[src/rtl/aud_recorder.sv]
`default_nettype none
// ============================================================================
// aud_recorder : I2S left-channel capture into sequential SRAM write strobes
// Revision     : 1.0
// ============================================================================
module aud_recorder #(
    parameter int                DATA_W   = 16,
    parameter int                ADDR_W   = 20,
    parameter logic [ADDR_W-1:0] MAX_ADDR = 20'hFFFFF
) (
    input  logic              i_clk,
    input  logic              i_rst,
    input  logic              i_lrc,
    input  logic              i_data,
    input  logic              i_start,
    input  logic              i_pause,
    input  logic              i_stop,
    output logic [ADDR_W-1:0] o_address,
    output logic [DATA_W-1:0] o_data,
    output logic              o_valid,
    output logic [1:0]        o_state,
    output logic              o_full
);

    localparam int             CNT_W    = $clog2(DATA_W);
    localparam logic [CNT_W-1:0] C_LAST = CNT_W'(DATA_W - 1);

    typedef enum logic [2:0] {
        S_IDLE  = 3'd0,
        S_WAIT  = 3'd1,
        S_SHIFT = 3'd2,
        S_STORE = 3'd3,
        S_PAUSE = 3'd4
    } state_t;

    state_t              state_q, state_d;
    logic                lrc_prev_q, lrc_prev_d;
    logic [DATA_W-1:0]   shift_q, shift_d;
    logic [CNT_W-1:0]    cnt_q, cnt_d;
    logic [ADDR_W-1:0]   addr_q, addr_d;
    logic [DATA_W-1:0]   data_q, data_d;
    logic                valid_q, valid_d;
    logic                full_q, full_d;
    logic                w_fall;

    assign w_fall = lrc_prev_q & ~i_lrc;

    always_ff @(posedge i_clk or posedge i_rst) begin
        if (i_rst) begin
            state_q    <= S_IDLE;
            lrc_prev_q <= 1'b0;
            shift_q    <= '0;
            cnt_q      <= '0;
            addr_q     <= '0;
            data_q     <= '0;
            valid_q    <= 1'b0;
            full_q     <= 1'b0;
        end else begin
            state_q    <= state_d;
            lrc_prev_q <= lrc_prev_d;
            shift_q    <= shift_d;
            cnt_q      <= cnt_d;
            addr_q     <= addr_d;
            data_q     <= data_d;
            valid_q    <= valid_d;
            full_q     <= full_d;
        end
    end

    always_comb begin
        state_d    = state_q;
        lrc_prev_d = i_lrc;
        shift_d    = shift_q;
        cnt_d      = cnt_q;
        addr_d     = addr_q;
        data_d     = data_q;
        valid_d    = 1'b0;
        full_d     = full_q;

        case (state_q)
            S_IDLE: begin
                if (i_start) begin
                    addr_d  = '0;
                    full_d  = 1'b0;
                    state_d = S_WAIT;
                end
            end
            S_PAUSE: begin
                if (i_stop)
                    state_d = S_IDLE;
                else if (!i_pause && i_start)
                    state_d = S_WAIT;
            end
            S_WAIT: begin
                // The edge cycle's data bit is the I2S delay slot and is dropped.
                if (i_stop)
                    state_d = S_IDLE;
                else if (i_pause)
                    state_d = S_PAUSE;
                else if (w_fall) begin
                    cnt_d   = '0;
                    state_d = S_SHIFT;
                end
            end
            S_SHIFT: begin
                if (i_stop)
                    state_d = S_IDLE;
                else if (i_pause)
                    state_d = S_PAUSE;
                else begin
                    shift_d = {shift_q[DATA_W-2:0], i_data};
                    cnt_d   = cnt_q + 1'b1;
                    if (cnt_q == C_LAST) begin
                        data_d  = {shift_q[DATA_W-2:0], i_data};
                        valid_d = 1'b1;
                        state_d = S_STORE;
                    end
                end
            end
            S_STORE: begin
                // Commands seen here act only after the write and increment.
                if (addr_q == MAX_ADDR) begin
                    full_d  = 1'b1;
                    state_d = S_IDLE;
                end else begin
                    addr_d = addr_q + 1'b1;
                    if (i_stop)
                        state_d = S_IDLE;
                    else if (i_pause)
                        state_d = S_PAUSE;
                    else
                        state_d = S_WAIT;
                end
            end
            default: state_d = S_IDLE;
        endcase
    end

    always_comb begin
        case (state_q)
            S_WAIT, S_SHIFT, S_STORE: o_state = 2'd1;
            S_PAUSE:                  o_state = 2'd2;
            default:                  o_state = 2'd0;
        endcase
    end

    assign o_address = addr_q;
    assign o_data    = data_q;
    assign o_valid   = valid_q;
    assign o_full    = full_q;

endmodule
`default_nettype wire
[config.mk]
export PLATFORM = sky130hd
export DESIGN_NAME = aud_recorder
export DESIGN_NICKNAME = d
export VERILOG_FILES = /design/src/rtl/aud_recorder.sv
export SDC_FILE = /design/constraint.sdc
export NUM_CORES = 1
export LEC_CHECK = 0
export CAP_MARGIN = 15
export CORE_MARGIN = 2
export CORE_UTILIZATION = 50
export DETAILED_ROUTE_END_ITERATION = 12
export GPL_ROUTABILITY_DRIVEN = 0
export PLACE_DENSITY = 0.75
export SLEW_MARGIN = 20
export SYNTH_ARGS = -nofsm -noshare
export SYNTH_HDL_FRONTEND = slang
export SYNTH_SLANG_ARGS = --single-unit
[constraint.sdc]
create_clock -name i_clk -period 2.8 [get_ports i_clk]
set_input_delay 0.42 -clock i_clk [delete_from_list [all_inputs] [get_ports i_clk]]
set_output_delay 0.42 -clock i_clk [all_outputs]
set_load 0.05 [all_outputs]
==> metrics.md <==
| Metric | Value |
|---|---|
| Outcome | finished, final reports clean |
| Final hold violations | 0 |
| Leakage | about 1.8 nW |
| Post-Route Setup TNS | 0 ns |
| Post-synth EDFFs | 0 |
| Clock tree from TritonCTS | built |
| Die W | about 80 um |
| Num rows | 28 |
| CTS Sinks | between 60 and 70 |
| Syn Nets | 278 |
| Max Slew Vio Count | 0 |
| Critical Path AT | 2.04 ns |
| Total CTS buffers | 9 |
| Async S/R FF share, synth | 1.00 |
| Tot GR Track Use | 0.211 |
| Worst-Skew Late Latency | roughly 0.35 ns |
| Critical Path Max Stage Delay | 0.80 ns |
| Share of cells above drive strength 1 | 0.184 |
| Syn Inst Count | 269 |
| Setup CP Type | reg -> out |
| Initial antenna violation count | 0 |
| CTS H-tree lvls | 3 |
| Vias in the first global route | between 2000 and 2500 |
| FF+latch count, synth | 61 |
| Clk slew on worst S/H paths | ~0.080 ns |
| Cell Pwr Density | ~550 nW/um^2 |
| Non-filler cells, final | about 400 |
| RSZ-0062 raised after global routing | false |
| Post-CTS setup buffers | 0 |
| Starting Density | 0.514 |
| Slew @ Worst Pin | ~0.66 ns |
| Routed length per instance | between 15 and 20 um |
| Crit-path cells | nor2_1 > and2_1 > clkdlybuf4s50_1 |
| Final period util | 0.878 |
| Ys Warns | 0 |
| Slew headroom | 0.557 |
| CTS max path bufs | 2 |
| WP data required | roughly 2.4 ns |
| Post-DP Area | approximately 3600 um^2 |
| WHS | 0.345 ns |
| Syn_area_per_cell | roughly 11 um^2 |
| Worst Skew | slightly below 0.009 ns |
| First-pass GRT wire length | 10600 um |
| Post-synthesis sequential area ratio | 0.505 |
| Library cells used by synthesis | between 40 and 50 |
| Critical Path End Type | primary output |
| Root buf cell | clkbuf_8 |
| HPWL after DPL | 4450 um |
| Startpoint Class | register |
| Largest net degree at the start of global routing | just under 50 |
| Die area | roughly 6700 um^2 |
| Layout area overhead | 24.9% |
| Core footprint | ~5900 um^2 |
| Post-synth top flop | dfrtp_1 |
| Hold Path Class | in -> async |
| Slowest-stage cell, CP | clkdlybuf4s50_1 |
| ANT nets after route | 0 |
| Final worst slack | about 0.34 ns |
| Finished Core Util | 0.642 |
| Iteration-0 DRC Markers | about 130 |
| Antenna Cells | 0 |
| Most common cell after layout, fill and taps aside | dfrtp_1 |
| Worst vdd ir | around 0.37 mV |
| Port Buf Inserts | 46 |
| Cts hold-fix bufs | 0 |
| GRT overflow | 0 |
| Final Setup Violations | 0 |
| Tot Pwr | around 2.1 mW |
| Upper clock frequency limit | between 400 and 500 MHz |
| # nets final | 330 |
| Die Height | 81.8 um |
| Post-Syn Area | 3030 um^2 |
| Ports | 47 |
| Most frequent cells in the layout | dfrtp_1, clkdlybuf4s50_1, mux2_2 |
| Final instance area | about 3800 um^2 |
| DRT Pass-1 Iters | 4 |
| Final WL | 6450 um |
| Clock period minus worst slack | roughly 2.5 ns |
| Biggest fanout along the worst timing path | 13 |
| Cts repair resizes | 0 |
| Place WS | 0.539 ns |
| Placed instance count | 385 |
| DR vias | between 2000 and 2500 |
| Post-route DRC | 0 |
| Max Cap Viol | 0 |
| Vias per cell | between 5 and 6 |
[per-layer routing]
layer  vias to the layer above  global-route usage  routed length [um]
met5                         -                   0                   0
met3                         8              0.0692                 320
met1                      1119               0.271                2930
met4                         0              0.0600                  80
met2                        52               0.344                3120
li1                       1109                   -                   -
[cells in the mapped netlist, types with 3 or more instances]
library cell	n	area, um^2
and2_1	5	31.3
nand2b_1	8	50.1
mux2i_1	10	100
o31ai_1	4	30.0
inv_1	4	15.0
o21ai_0	7	35.0
nor2b_1	3	18.8
nand3_1	9	45.0
dfrtp_1	61	1530
nor2_1	17	63.8
a211oi_1	3	22.5
nand2_1	24	90.1
o211ai_1	5	37.5
clkbuf_1	4	15.0
mux2_2	26	293
mux2_1	5	56.3
buf_2	4	20.0
or4_1	5	37.5
nor3_1	4	20.0
and4_1	3	26.3
and3_1	5	31.3
nand4_1	8	50.1
a31oi_1	6	37.5
a21oi_1	8	40.0
[critical path: cells and delay by family (launching register included)]
family | cells | cell delay, ns
buffers and inverters | 1 | 0.80
AND/OR/NAND/NOR | 2 | 0.37
flip-flops | 1 | 0.52
[power by group]
part	switching [mW]	internal [mW]	total (mW)
Clock	0.398	0.425	0.822
Combinational	0.182	0.117	0.298
Sequential	0.0522	0.904	0.956
Total	0.632	1.45	2.08
[worst paths after layout]
check	from	to	slack [ns]	depth (start not counted)
worst max-delay path	state_q[1]$_DFFE_PP0P_	o_state[1]	0.34	3
worst min-delay path	i_rst	o_address[6]$_DFFE_PP0P_	0.34	2
worst max register to register	state_q[2]$_DFFE_PP0P_	o_address[16]$_DFFE_PP0P_	0.77	4
worst min register to register	o_data[0]$_DFFE_PP0P_	o_data[0]$_DFFE_PP0P_	0.50	1
max in group asynchronous	i_rst	lrc_prev_q$_DFF_PP0_	1.89	3
min in group i_clk	o_data[0]$_DFFE_PP0P_	o_data[0]$_DFFE_PP0P_	0.50	1
[kinds of logic (layout without fill, tap and decap cells)]
logic type	after synthesis	after routing	synth area share
AOI/OAI and AO/OA	42	42	0.0922
xor gates and xnor gates	2	2	0.00579
adders and majority gates	2	2	0.00827
buffers and inverters	14	71	0.0240
DFF	61	61	0.505
muxes	41	41	0.148
and+or+nand+nor	107	107	0.217
[cell type report]
cell class / instances / area (um^2)
Timing Repair Buffer: 51 / 510
Inverter: 4 / 15.0
Clock buffer: 9 / 124
Fill cell: 471 / 2110
Multi-Input combinational cell: 194 / 1430
Sequential cell: 61 / 1530
Tap cell: 75 / 93.8
Clock inverter: 7 / 81.3
[flip-flops by register name (all words and copies together), names as in the netlist]
| register | flops |
|---|---|
| o_address | 20 |
| o_valid | 1 |
| o_data | 16 |
| shift_q | 15 |
| lrc_prev_q | 1 |
| o_full | 1 |
| state_q | 3 |
| cnt_q | 4 |
No activity file was read; power rests on OpenSTA's default activity.
